`config.mk`:
```
export PLATFORM = sky130hd
export DESIGN_NAME = bus_result_monitor
export DESIGN_NICKNAME = d
export VERILOG_FILES = /design/src/rtl/bus_result_monitor.sv
export SDC_FILE = /design/constraint.sdc
export NUM_CORES = 1
export LEC_CHECK = 0
export BUFFER_PORTS_ARGS = -buffer_cell sky130_fd_sc_hd__buf_2
export CAP_MARGIN = 10
export CELL_PAD_IN_SITES_DETAIL_PLACEMENT = 0
export CELL_PAD_IN_SITES_GLOBAL_PLACEMENT = 1
export CORE_UTILIZATION = 37
export CTS_CLUSTER_SIZE = 10
export DETAILED_ROUTE_END_ITERATION = 7
export HOLD_SLACK_MARGIN = 0.03
export PLACE_DENSITY_LB_ADDON = 0.1
export SYNTH_ARGS = -nofsm -noshare
export SYNTH_HDL_FRONTEND = slang
export SYNTH_SLANG_ARGS = --single-unit
```
`constraint.sdc`:
```
create_clock -name ph2 -period 2.28 [get_ports ph2]
set_input_delay 0.57 -clock ph2 [delete_from_list [all_inputs] [get_ports ph2]]
set_output_delay 0.57 -clock ph2 [all_outputs]
set_load 0.05 [all_outputs]
```
`src/rtl/bus_result_monitor.sv`:
```
`default_nettype none
// ============================================================================
// Module      : bus_result_monitor
// Description : Passive observer on the CPU memory bus. Waits for the first
//               opcode fetch, then watches for the signature write to
//               RESULT_ADDR and compares the written byte against EXPECT.
//               Reports PASS, FAIL or TIMEOUT on sticky flags and never
//               drives the bus.
//
// Ports       : ph2          - sole clock, rising-edge active
//               reset        - asynchronous active-high reset
//               addr         - CPU address bus
//               data         - CPU write data (valid with memwrite)
//               memwrite     - write strobe for the current cycle
//               fetch        - opcode-fetch strobe for the current cycle
//               done         - test finished (pass | fail | timeout)
//               pass         - signature matched
//               fail         - signature mismatched or trap detected
//               timeout      - TIMEOUT_CYC cycles in RUN without signature
//               trap         - fail was caused by a fetch trap
//               result       - byte captured from the signature write
//               write_count  - writes seen in RUN, saturating at 255
//
// Options     : `define TRAP_DETECT_EN to enable JMP-to-self trap detection
//               (TRAP_COUNT consecutive fetches from one address -> FAIL).
//
// Revision    : 1.0 - initial release
// ============================================================================
module bus_result_monitor #(
    parameter int                 ADDR_W      = 16,
    parameter int                 DATA_W      = 8,
    parameter logic [ADDR_W-1:0]  RESULT_ADDR = 16'h0042,
    parameter logic [DATA_W-1:0]  EXPECT      = 8'hA5,
    parameter int                 TIMEOUT_CYC = 150,
    parameter int                 TRAP_COUNT  = 4
) (
    input  logic              ph2,
    input  logic              reset,
    input  logic [ADDR_W-1:0] addr,
    input  logic [DATA_W-1:0] data,
    input  logic              memwrite,
    input  logic              fetch,
    output logic              done,
    output logic              pass,
    output logic              fail,
    output logic              timeout,
    output logic              trap,
    output logic [DATA_W-1:0] result,
    output logic [7:0]        write_count
);

    // ------------------------------------------------------------------------
    // Constants
    // ------------------------------------------------------------------------
    localparam int c_cnt_w = $clog2(TIMEOUT_CYC) + 1;
    localparam logic [c_cnt_w-1:0] c_cnt_last = c_cnt_w'(TIMEOUT_CYC - 1);

    localparam logic [2:0] c_st_idle = 3'd0;
    localparam logic [2:0] c_st_run  = 3'd1;
    localparam logic [2:0] c_st_pass = 3'd2;
    localparam logic [2:0] c_st_fail = 3'd3;
    localparam logic [2:0] c_st_tmo  = 3'd4;

    // ------------------------------------------------------------------------
    // State and datapath registers
    // ------------------------------------------------------------------------
    logic [2:0]         r_state;
    logic [2:0]         w_next_state;
    logic [c_cnt_w-1:0] r_cycle_cnt;
    logic [DATA_W-1:0]  r_result;
    logic [7:0]         r_write_count;
    logic               r_trap;

    logic w_in_run;
    logic w_sig_write;
    logic w_sig_match;
    logic w_expired;
    logic w_trap_hit;

    assign w_in_run    = (r_state == c_st_run);
    assign w_sig_write = memwrite && (addr == RESULT_ADDR);
    // An unknown data value cannot compare equal, so an X signature falls
    // through to the FAIL branch of the next-state logic.
    assign w_sig_match = (data == EXPECT);
    assign w_expired   = (r_cycle_cnt == c_cnt_last);

`ifdef TRAP_DETECT_EN
    // ------------------------------------------------------------------------
    // Trap detection: count consecutive fetches from the same address. The
    // fetch that moves IDLE -> RUN seeds the run length with 1, so a CPU that
    // starts life already spinning is caught after TRAP_COUNT fetches total.
    // ------------------------------------------------------------------------
    localparam int c_trap_w = $clog2(TRAP_COUNT) + 1;
    localparam logic [c_trap_w-1:0] c_trap_last = c_trap_w'(TRAP_COUNT - 1);

    logic [ADDR_W-1:0]   r_last_fetch;
    logic [c_trap_w-1:0] r_run_len;
    logic                w_same_fetch;

    assign w_same_fetch = fetch && (addr == r_last_fetch);
    // Fires on the fetch that would bring the run length up to TRAP_COUNT.
    assign w_trap_hit   = w_in_run && w_same_fetch && (r_run_len == c_trap_last);

    always_ff @(posedge ph2 or posedge reset) begin
        if (reset) begin
            r_last_fetch <= '0;
            r_run_len    <= '0;
        end else if (fetch && ((r_state == c_st_idle) || w_in_run)) begin
            r_last_fetch <= addr;
            if (w_in_run && w_same_fetch) begin
                r_run_len <= r_run_len + 1'b1;
            end else begin
                r_run_len <= c_trap_w'(1);
            end
        end
    end
`else
    // Trap detection absent: the flag can never be raised. TRAP_COUNT is
    // folded into a sink so the parameter stays referenced.
    logic w_unused_trap_cfg;
    assign w_unused_trap_cfg = ^TRAP_COUNT;
    assign w_trap_hit        = 1'b0;
`endif

    // ------------------------------------------------------------------------
    // Next-state logic. Within RUN the signature write has priority over a
    // trap, which in turn has priority over timeout expiry.
    // ------------------------------------------------------------------------
    always_comb begin
        w_next_state = r_state;
        case (r_state)
            c_st_idle: begin
                if (fetch) begin
                    w_next_state = c_st_run;
                end
            end
            c_st_run: begin
                if (w_sig_write) begin
                    if (w_sig_match) begin
                        w_next_state = c_st_pass;
                    end else begin
                        w_next_state = c_st_fail;
                    end
                end else if (w_trap_hit) begin
                    w_next_state = c_st_fail;
                end else if (w_expired) begin
                    w_next_state = c_st_tmo;
                end
            end
            c_st_pass,
            c_st_fail,
            c_st_tmo: begin
                w_next_state = r_state;
            end
            default: begin
                w_next_state = c_st_idle;
            end
        endcase
    end

    // ------------------------------------------------------------------------
    // Sequential state. Counters and captured values only move in RUN, so
    // they are frozen both before the first fetch and after a verdict.
    // ------------------------------------------------------------------------
    always_ff @(posedge ph2 or posedge reset) begin
        if (reset) begin
            r_state       <= c_st_idle;
            r_cycle_cnt   <= '0;
            r_result      <= '0;
            r_write_count <= '0;
            r_trap        <= 1'b0;
        end else begin
            r_state <= w_next_state;

            if (w_in_run) begin
                // Cannot wrap: RUN is left at c_cnt_last at the latest.
                r_cycle_cnt <= r_cycle_cnt + 1'b1;

                if (w_sig_write) begin
                    r_result <= data;
                end

                if (memwrite && (r_write_count != 8'hFF)) begin
                    r_write_count <= r_write_count + 8'd1;
                end

                if (!w_sig_write && w_trap_hit) begin
                    r_trap <= 1'b1;
                end
            end
        end
    end

    // ------------------------------------------------------------------------
    // Outputs: verdict flags decode directly from the state register, which
    // keeps them mutually exclusive and lets reset clear them immediately.
    // ------------------------------------------------------------------------
    assign pass        = (r_state == c_st_pass);
    assign fail        = (r_state == c_st_fail);
    assign timeout     = (r_state == c_st_tmo);
    assign done        = pass || fail || timeout;
    assign trap        = r_trap;
    assign result      = r_result;
    assign write_count = r_write_count;

endmodule
`default_nettype wire
```
After elaboration in Yosys (flattened, before gate mapping). Index checks and enable logic that the tools add are counted.

$add $sub $neg: 2. Equal/unequal tests: 10. Mux-type cells: 5. Bitwise gates (word level): 1. Reduce and logical (&&, ||, !) cells: 9.

Operator list (count): 16-bit by 7-bit equality test with 1-bit output (second input constant) (1); 9-bit by 1-bit adder with 9-bit output (second input constant) (1); 9-bit by 8-bit equality test with 1-bit output (second input constant) (1); 3-bit 2-to-1 mux (3); 3-bit one-hot mux with 3 select lines (1); 8-bit by 1-bit adder with 8-bit output (second input constant) (1); 8-bit equality test (second input constant) (1); 8-bit != test (second input constant) (1); 3-bit by 2-bit equality test with 1-bit output (second input constant) (2); 2-bit AND reduction (2); 3-bit by 1-bit equality test with 1-bit output (second input constant) (1); 3-bit equality test (second input constant) (1); 3-bit zero test (1); 3-bit by 1-bit != test with 1-bit output (second input constant) (1); 3-bit AND reduction (1); 3-bit OR reduction (1); 1-bit logical AND (2); 1-bit logical OR (2); 2-bit != test (second input constant) (1); 1-bit 2-to-1 mux (1); 1-bit NOT (1).

Register bits after elaboration: 28. Bits of input ports: 28. Output and inout port bits: 21. Word-level logic and storage cells: 31.

Longest topological paths before layout. Gate-level depths: netlist of run 1.

Word-level depth: 4. Depth in mapped cells: 5. Mapped depth without buffers: 5.

Least setup slack after synthesis of run 1. No wires, ideal clock.

Path type: in2reg. Start point: in addr[0]. End point: reg r_result[0], in the netlist result[0]. Setup time: 125 ps. Arrival: 1801 ps. Required time: 2155 ps. Setup slack: 354 ps. Stages: 4. Path buffers: 0. Cells stage by stage: nor4bb_1 -> nand3_1 -> nor3_4 -> mux2_2.

Cells in the longest elaborated chain, start to end: 3.

RTL lines: start, declared (line 39) `input logic [ADDR_W-1:0] addr,`; 16-bit by 7-bit equality test with 1-bit output (line 81) `assign w_sig_write = memwrite && (addr == RESULT_ADDR);`; 1-bit logical AND (line 81); 2-bit AND reduction (no source line); end signal, assigned (line 180) `r_result <= data;`; end, declared (line 70) `logic [DATA_W-1:0] r_result;`.

No other way between the ends. A chain may end at the register's enable or synchronous reset.

Final worst setup path of run 1.
Start point: reg r_state[1]. End point: out done.

Cells in the longest elaborated chain, start to end: 3.

RTL lines: start, declared (line 67) `logic [2:0] r_state;`; start signal, assigned (line 167) `r_state <= c_st_idle;`; start signal, assigned (line 173) `r_state <= w_next_state;`; 3-bit by 2-bit equality test with 1-bit output, on equally long branches (line 198, 199); 1-bit logical OR (line 201) `assign done = pass || fail || timeout;`; 1-bit logical OR * (line 201); end, declared (line 43) `output logic done,`.

Mark *: on every way between the ends. The rest lies on a longest branch, timed or not.

==> results of run 1 <==
## critical path, stage by stage, from the launching register on
cell and delay (ps):
dfrtp_1 480, nor2_1 170, nand2_1 100, nand2_1 70, buf_2 260
## cell usage after synthesis, types with 2 or more instances
| cell type | count | area share, % |
|---|---|---|
| and3_1 | 2 | 0.92 |
| dfrtp_1 | 28 | 52 |
| ha_1 | 3 | 2.8 |
| inv_1 | 5 | 1.4 |
| mux2_2 | 8 | 6.6 |
| nand2_1 | 18 | 5.0 |
| nand3_1 | 5 | 1.8 |
| nand4_1 | 6 | 2.8 |
| nor2_1 | 7 | 1.9 |
| nor3_1 | 3 | 1.1 |
| nor4b_1 | 3 | 1.9 |
| nor4bb_1 | 2 | 1.5 |
| o21ai_0 | 2 | 0.74 |
| xnor2_1 | 10 | 6.5 |
| xor2_1 | 5 | 3.2 |
## cells in the final DEF (no fill, tap or decap)
| cell type | instances |
|---|---|
| nor4_1 | 1 |
| or2_2 | 1 |
| nor3b_2 | 1 |
| and2_1 | 1 |
| o21ai_0 | 2 |
| xor2_1 | 5 |
| nor3_4 | 1 |
| o211a_1 | 1 |
| nor2b_1 | 1 |
| and3_1 | 2 |
| dfrtp_1 | 28 |
| nor4b_1 | 3 |
| xnor2_1 | 10 |
| or3_1 | 1 |
| nor2_1 | 7 |
| buf_2 | 47 |
| ha_1 | 3 |
| nand3_1 | 5 |
| nor4bb_1 | 2 |
| nand4_1 | 6 |
| or3_4 | 1 |
| and4_1 | 1 |
| conb_1 | 1 |
| inv_1 | 5 |
| mux2_2 | 8 |
| nand2b_1 | 1 |
| a221oi_1 | 1 |
| clkbuf_4 | 3 |
| buf_4 | 1 |
| a21oi_1 | 1 |
| nand2_1 | 18 |
| nor3_1 | 3 |
| o211ai_1 | 1 |
| clkbuf_8 | 1 |
| o41ai_1 | 1 |
## metal layers
| metal | GRT usage, % | up-vias | routed length (um) |
|---|---|---|---|
| met5 | 0 | - | 0 |
| met4 | 6.10 | 0 | 21 |
| met3 | 2.37 | 2 | 116 |
| met2 | 25.0 | 28 | 1290 |
| met1 | 19.3 | 515 | 1240 |
| li1 | - | 536 | - |
## sequential cells by signal, summed over array words and instances, names as in the netlist
| register | count |
|---|---|
| r_state | 3 |
| r_cycle_cnt | 9 |
| result | 8 |
| write_count | 8 |
## metrics by stage
step / cell area [um^2] / cells / worst slack, ps
global placement: 1650 / 217 / 104
CTS: 1690 / 221 / 285
detailed placement: 1650 / 217 / 41.8
floorplan: 1360 / 124 / 354
finish: 1690 / 221 / 315
global route: 1690 / 221 / 198
## cell type report
type	instances	area, um^2	share of cell area (%)
tap	46	57.6	3.41
clock buffer	4	36.3	2.15
sequential	28	701	41.6
timing repair buffer	48	243	14.4
multi-input combinational	90	629	37.3
inverter	5	18.8	1.11
## worst max path at each step
| stage | from | to | slack (ps) |
|---|---|---|---|
| global route | r_state[1] | done | 200 |
| detailed placement | addr[9] | result[1] | 40 |
| CTS | r_state[1] | done | 290 |
| finish | r_state[1] | done | 320 |
| global placement | addr[9] | result[6] | 100 |
| floorplan | addr[0] | result[0] | 350 |
## power groups by stage
stage | sequential [W] | combinational (W) | clock (W)
after floorplan | 0.000917 | 0.000233 | 0
after global placement | 0.000764 | 0.000523 | 0
after detailed placement | 0.000770 | 0.000522 | 0
after CTS | 0.000762 | 0.000523 | 0.000258
after global routing | 0.000787 | 0.000572 | 0.000278
final | 0.000761 | 0.000516 | 0.000241
## cells by family after synthesis
kind of cell | synth area share, %
buffers and inverters | 1.94
DFF | 51.7
other | 0.276
and+or+nand+nor | 23.3
muxes | 6.64
AOI/OAI and AO/OA | 3.69
adders and majority gates | 2.77
xor gates and xnor gates | 9.69
==> flow_metrics.tcl, run 1 <==
set metrics [dict create \
    avgSynthCellArea_um2 10.9 \
    htreeDepth 1 \
    fp.dieH_um 62.5 \
    crit_required_ps 1710 \
    drc 0 \
    r2r-start "r_state[0]" \
    finalSetupTns_ps 0 \
    diodes 0 \
    p_seq_share_pct 50.1 \
    clkPwrFrac_pct 15.9 \
    cts.repair.resized 0 \
    via_count 1081 \
    finalPower_w 0.00152 \
    track_usage_pct 15.0 \
    grt_max_degree 29 \
    clk_latency_ps 320 \
    vias_per_cell 4.89 \
    synth_area_mm2 0.00136 \
    postCtsSetupBuffers 0 \
    initial_utilization_pct 39.7 \
    die_area_mm2 0.00391 \
    peakVddDrop_mv 0.658 \
    maxCapViolations 0 \
    antenna_left 0 \
    drtIter0Drc 30 \
    fillers 315 \
    fin_util_pct 49.3 \
    regToRegSetupSlack_ps 420 \
    clk_pin_slew_worst_paths_ps 150 \
    ys_warn_count 0 \
    cp.arrival_ps 1390 \
    cp-end-kind "output port" \
    nets 207 \
    cts_max_path_buffers 2 \
    rsz0062_at_grt "false" \
    hp-class "in -> async" \
    synth-async-reset-ratio_pct 100 \
    min_period_ps 1960 \
    switchingPower_w 0.000615 \
    pin_count 49 \
    reg2regPathDepth 4 \
    gp_congestion 0.776 \
    cp_max_fo 6 \
    r2r-end "result[7]" \
    drive_gt1_share_pct 36.6 \
    wirelength_um 2670 \
    fmax_mhz 509 \
    areaGrowthSynthToFinish_pct 24.3 \
    yosysSeqAreaShare_pct 51.7 \
    synth_fp_nets 155 \
    switching_share_pct 40.5 \
    synth_cells 124 \
    dp.final_hpwl_um 2080 \
    cts_root_buf "clkbuf_4" \
    post_drt_wl_per_cell_um 12.1 \
    fin_crit_sh_pct 86.2 \
    whs_ps 276 \
    status "finished clean" \
    core_area_mm2 0.00342 \
    synth_ff_type "dfrtp_1" \
    cts_made_buffers 3 \
    grt_pass1_wl_um 4620 \
    postSynthRegisterBits 28 \
    finalSetupViolations 0 \
    clock_skew_ps 1.52 \
    synth_edf_count 0 \
    crit_path_start_kind "flip-flop" \
    grt_pass1_vias 1046 \
    power_frac_comb_pct 34.0 \
    crit_type "reg -> out" \
    slew_viol_final 0 \
    p_int_w 0.000903 \
    portBuffers 47 \
    rows 21 \
    antenna_found_initial 0 \
    finalHoldViolCount 0 \
    cts_num_sinks 28 \
    synth_cell_types 32 \
    die_x_um 62.5 \
    dr.pass1.iters 4 \
    cts_tree "built" \
    overflow 0 \
    leakage_nw 0.875 \
    p_per_area_mw_per_mm2 901 \
    cts_hold_buf 0 \
]
No activity file was read; power rests on OpenSTA's default activity.
==> run 2: changes to the inputs <==
Clock period 2.28 ns to 2.1 ns, I/O delays scaled along.
==> run 2 against run 1 <==
Largest cell class unchanged. Via count up 1.1%. Register-to-register slack got worse by 30 ps. Clock power up 11%.
==> flow_metrics.tcl, run 2 (synthesis results as in run 1) <==
set metrics [dict create \
    crit_path_start_kind "flip-flop" \
    dr.pass1.iters 4 \
    path_delay_family "flip-flops" \
    peakVddDrop_mv 0.766 \
    cts_hold_buf 0 \
    cp_max_fo 6 \
    maxCapViolations 0 \
    postCtsSetupBuffers 0 \
    layout_commonest_cell "buf_2" \
    antenna_found_initial 0 \
    top_register "r_cycle_cnt" \
    overflow 0 \
    clk_latency_ps 330 \
    htreeDepth 1 \
    cts_made_buffers 3 \
    core_area_mm2 0.00342 \
    finalSetupViolations 0 \
    antenna_left 0 \
    final_cell_mix "buf_2 (47), dfrtp_1 (28), nand2_1 (18), xnor2_1 (10), mux2_2 (8)" \
    clock_skew_ps 1.41 \
    gp_congestion 0.723 \
    fillers 331 \
    whs_ps 229 \
    drc 0 \
    rsz0062_at_grt "false" \
    nets 210 \
    die_area_mm2 0.00391 \
    finalSetupTns_ps 0 \
    fp.dieH_um 62.5 \
    reg2regPathDepth 5 \
    largest_register_ffs 9 \
    clk_pin_slew_worst_paths_ps 150 \
    track_usage_pct 15.4 \
    cts_max_path_buffers 2 \
    grt_pass1_wl_um 4810 \
    cts_tree "built" \
    areaGrowthSynthToFinish_pct 25.9 \
    worstPathCellList "nor2_1 > nand2_1 > nand2_1 > buf_2" \
    crit_required_ps 1570 \
    slowest_delay_ps 470 \
    finalHoldViolCount 0 \
    drive_gt1_share_pct 37.6 \
    portBuffers 47 \
    wirelength_um 2770 \
    cp-end-kind "output port" \
    rows 21 \
    drtIter0Drc 13 \
    initial_utilization_pct 39.7 \
    grt_max_degree 29 \
    grt_pass1_vias 1096 \
    pin_count 49 \
    multi_input_area_um2 629 \
    leakage_nw 0.890 \
    final-seq-area_um2 701 \
    dp.final_hpwl_um 2130 \
    slew_viol_final 0 \
    cts_num_sinks 28 \
    crit_type "reg -> out" \
    fmax_mhz 524 \
    cp_common_cell "nand2_1" \
    cts_root_buf "clkbuf_4" \
    cts.repair.resized 0 \
    vias_per_cell 4.88 \
    cp.arrival_ps 1380 \
    via_count 1093 \
    min_period_ps 1910 \
    fin_crit_sh_pct 90.9 \
    status "finished clean" \
    hp-class "in -> async" \
    cp_slowest_cell "dfrtp_1" \
    diodes 0 \
    cp_num_buf_inv 1 \
    post_drt_wl_per_cell_um 12.4 \
    die_x_um 62.5 \
    p_per_area_mw_per_mm2 975 \
    crit_cells 4 \
]
run 2: worst register-to-register path, cell delays in order (launching register included):
cell and delay (ps):
dfrtp_1 460, inv_1 90, or3_4 370, nor3_4 200
buf_4 160, mux2_2 330
run 2: final cells by class:
cell class | instances | share of cell area, %
multi-input cells | 90 | 36.8
well taps | 46 | 3.37
flip-flops and latches | 28 | 41.0
inverters | 5 | 1.10
repair buffers | 51 | 15.5
clock buffers | 4 | 2.12
run 2: final timing paths:
path	endpoint	start	slack [ps]
setup / recovery	done	r_state[1]	190
setup reg to reg	result[1]	r_state[0]	390
max in group asynchronous	r_cycle_cnt[8]	reset	1610
hold reg to reg	r_cycle_cnt[8]	r_cycle_cnt[8]	490
min in group ph2	result[0]	data[0]	430
hold / removal	write_count[1]	reset	230
run 2: power by group:
group	switching, W	leakage (nW)	internal (W)
logic	0.000360	0.505	0.000209
clock network	0.000161	0.0210	0.000106
registers	0.000161	0.364	0.000667
total	0.000683	0.890	0.000981
run 2: metal layers:
layer	wire, um	part of all wire [%]	track usage, %	up-vias
li1	-	-	-	541
met5	0	0	0	-
met4	25	0.90	6.10	0
met3	152	5.5	3.83	2
met2	1270	46	25.3	28
met1	1320	48	19.3	522
run 2: stage by stage:
| step | cell area (um^2) | worst slack (ps) | total power [W] | util [%] | std cells |
|---|---|---|---|---|---|
| after floorplan | 1360 | 219 | 0.00125 | - | 124 |
| after global placement | 1670 | 138 | 0.00140 | 48.9 | 220 |
| after detailed placement | 1670 | 81.8 | 0.00141 | 48.9 | 220 |
| after CTS | 1710 | 170 | 0.00169 | 50.0 | 224 |
| after global routing | 1710 | 43.9 | 0.00178 | 50.0 | 224 |
| final | 1710 | 191 | 0.00166 | 50.0 | 224 |
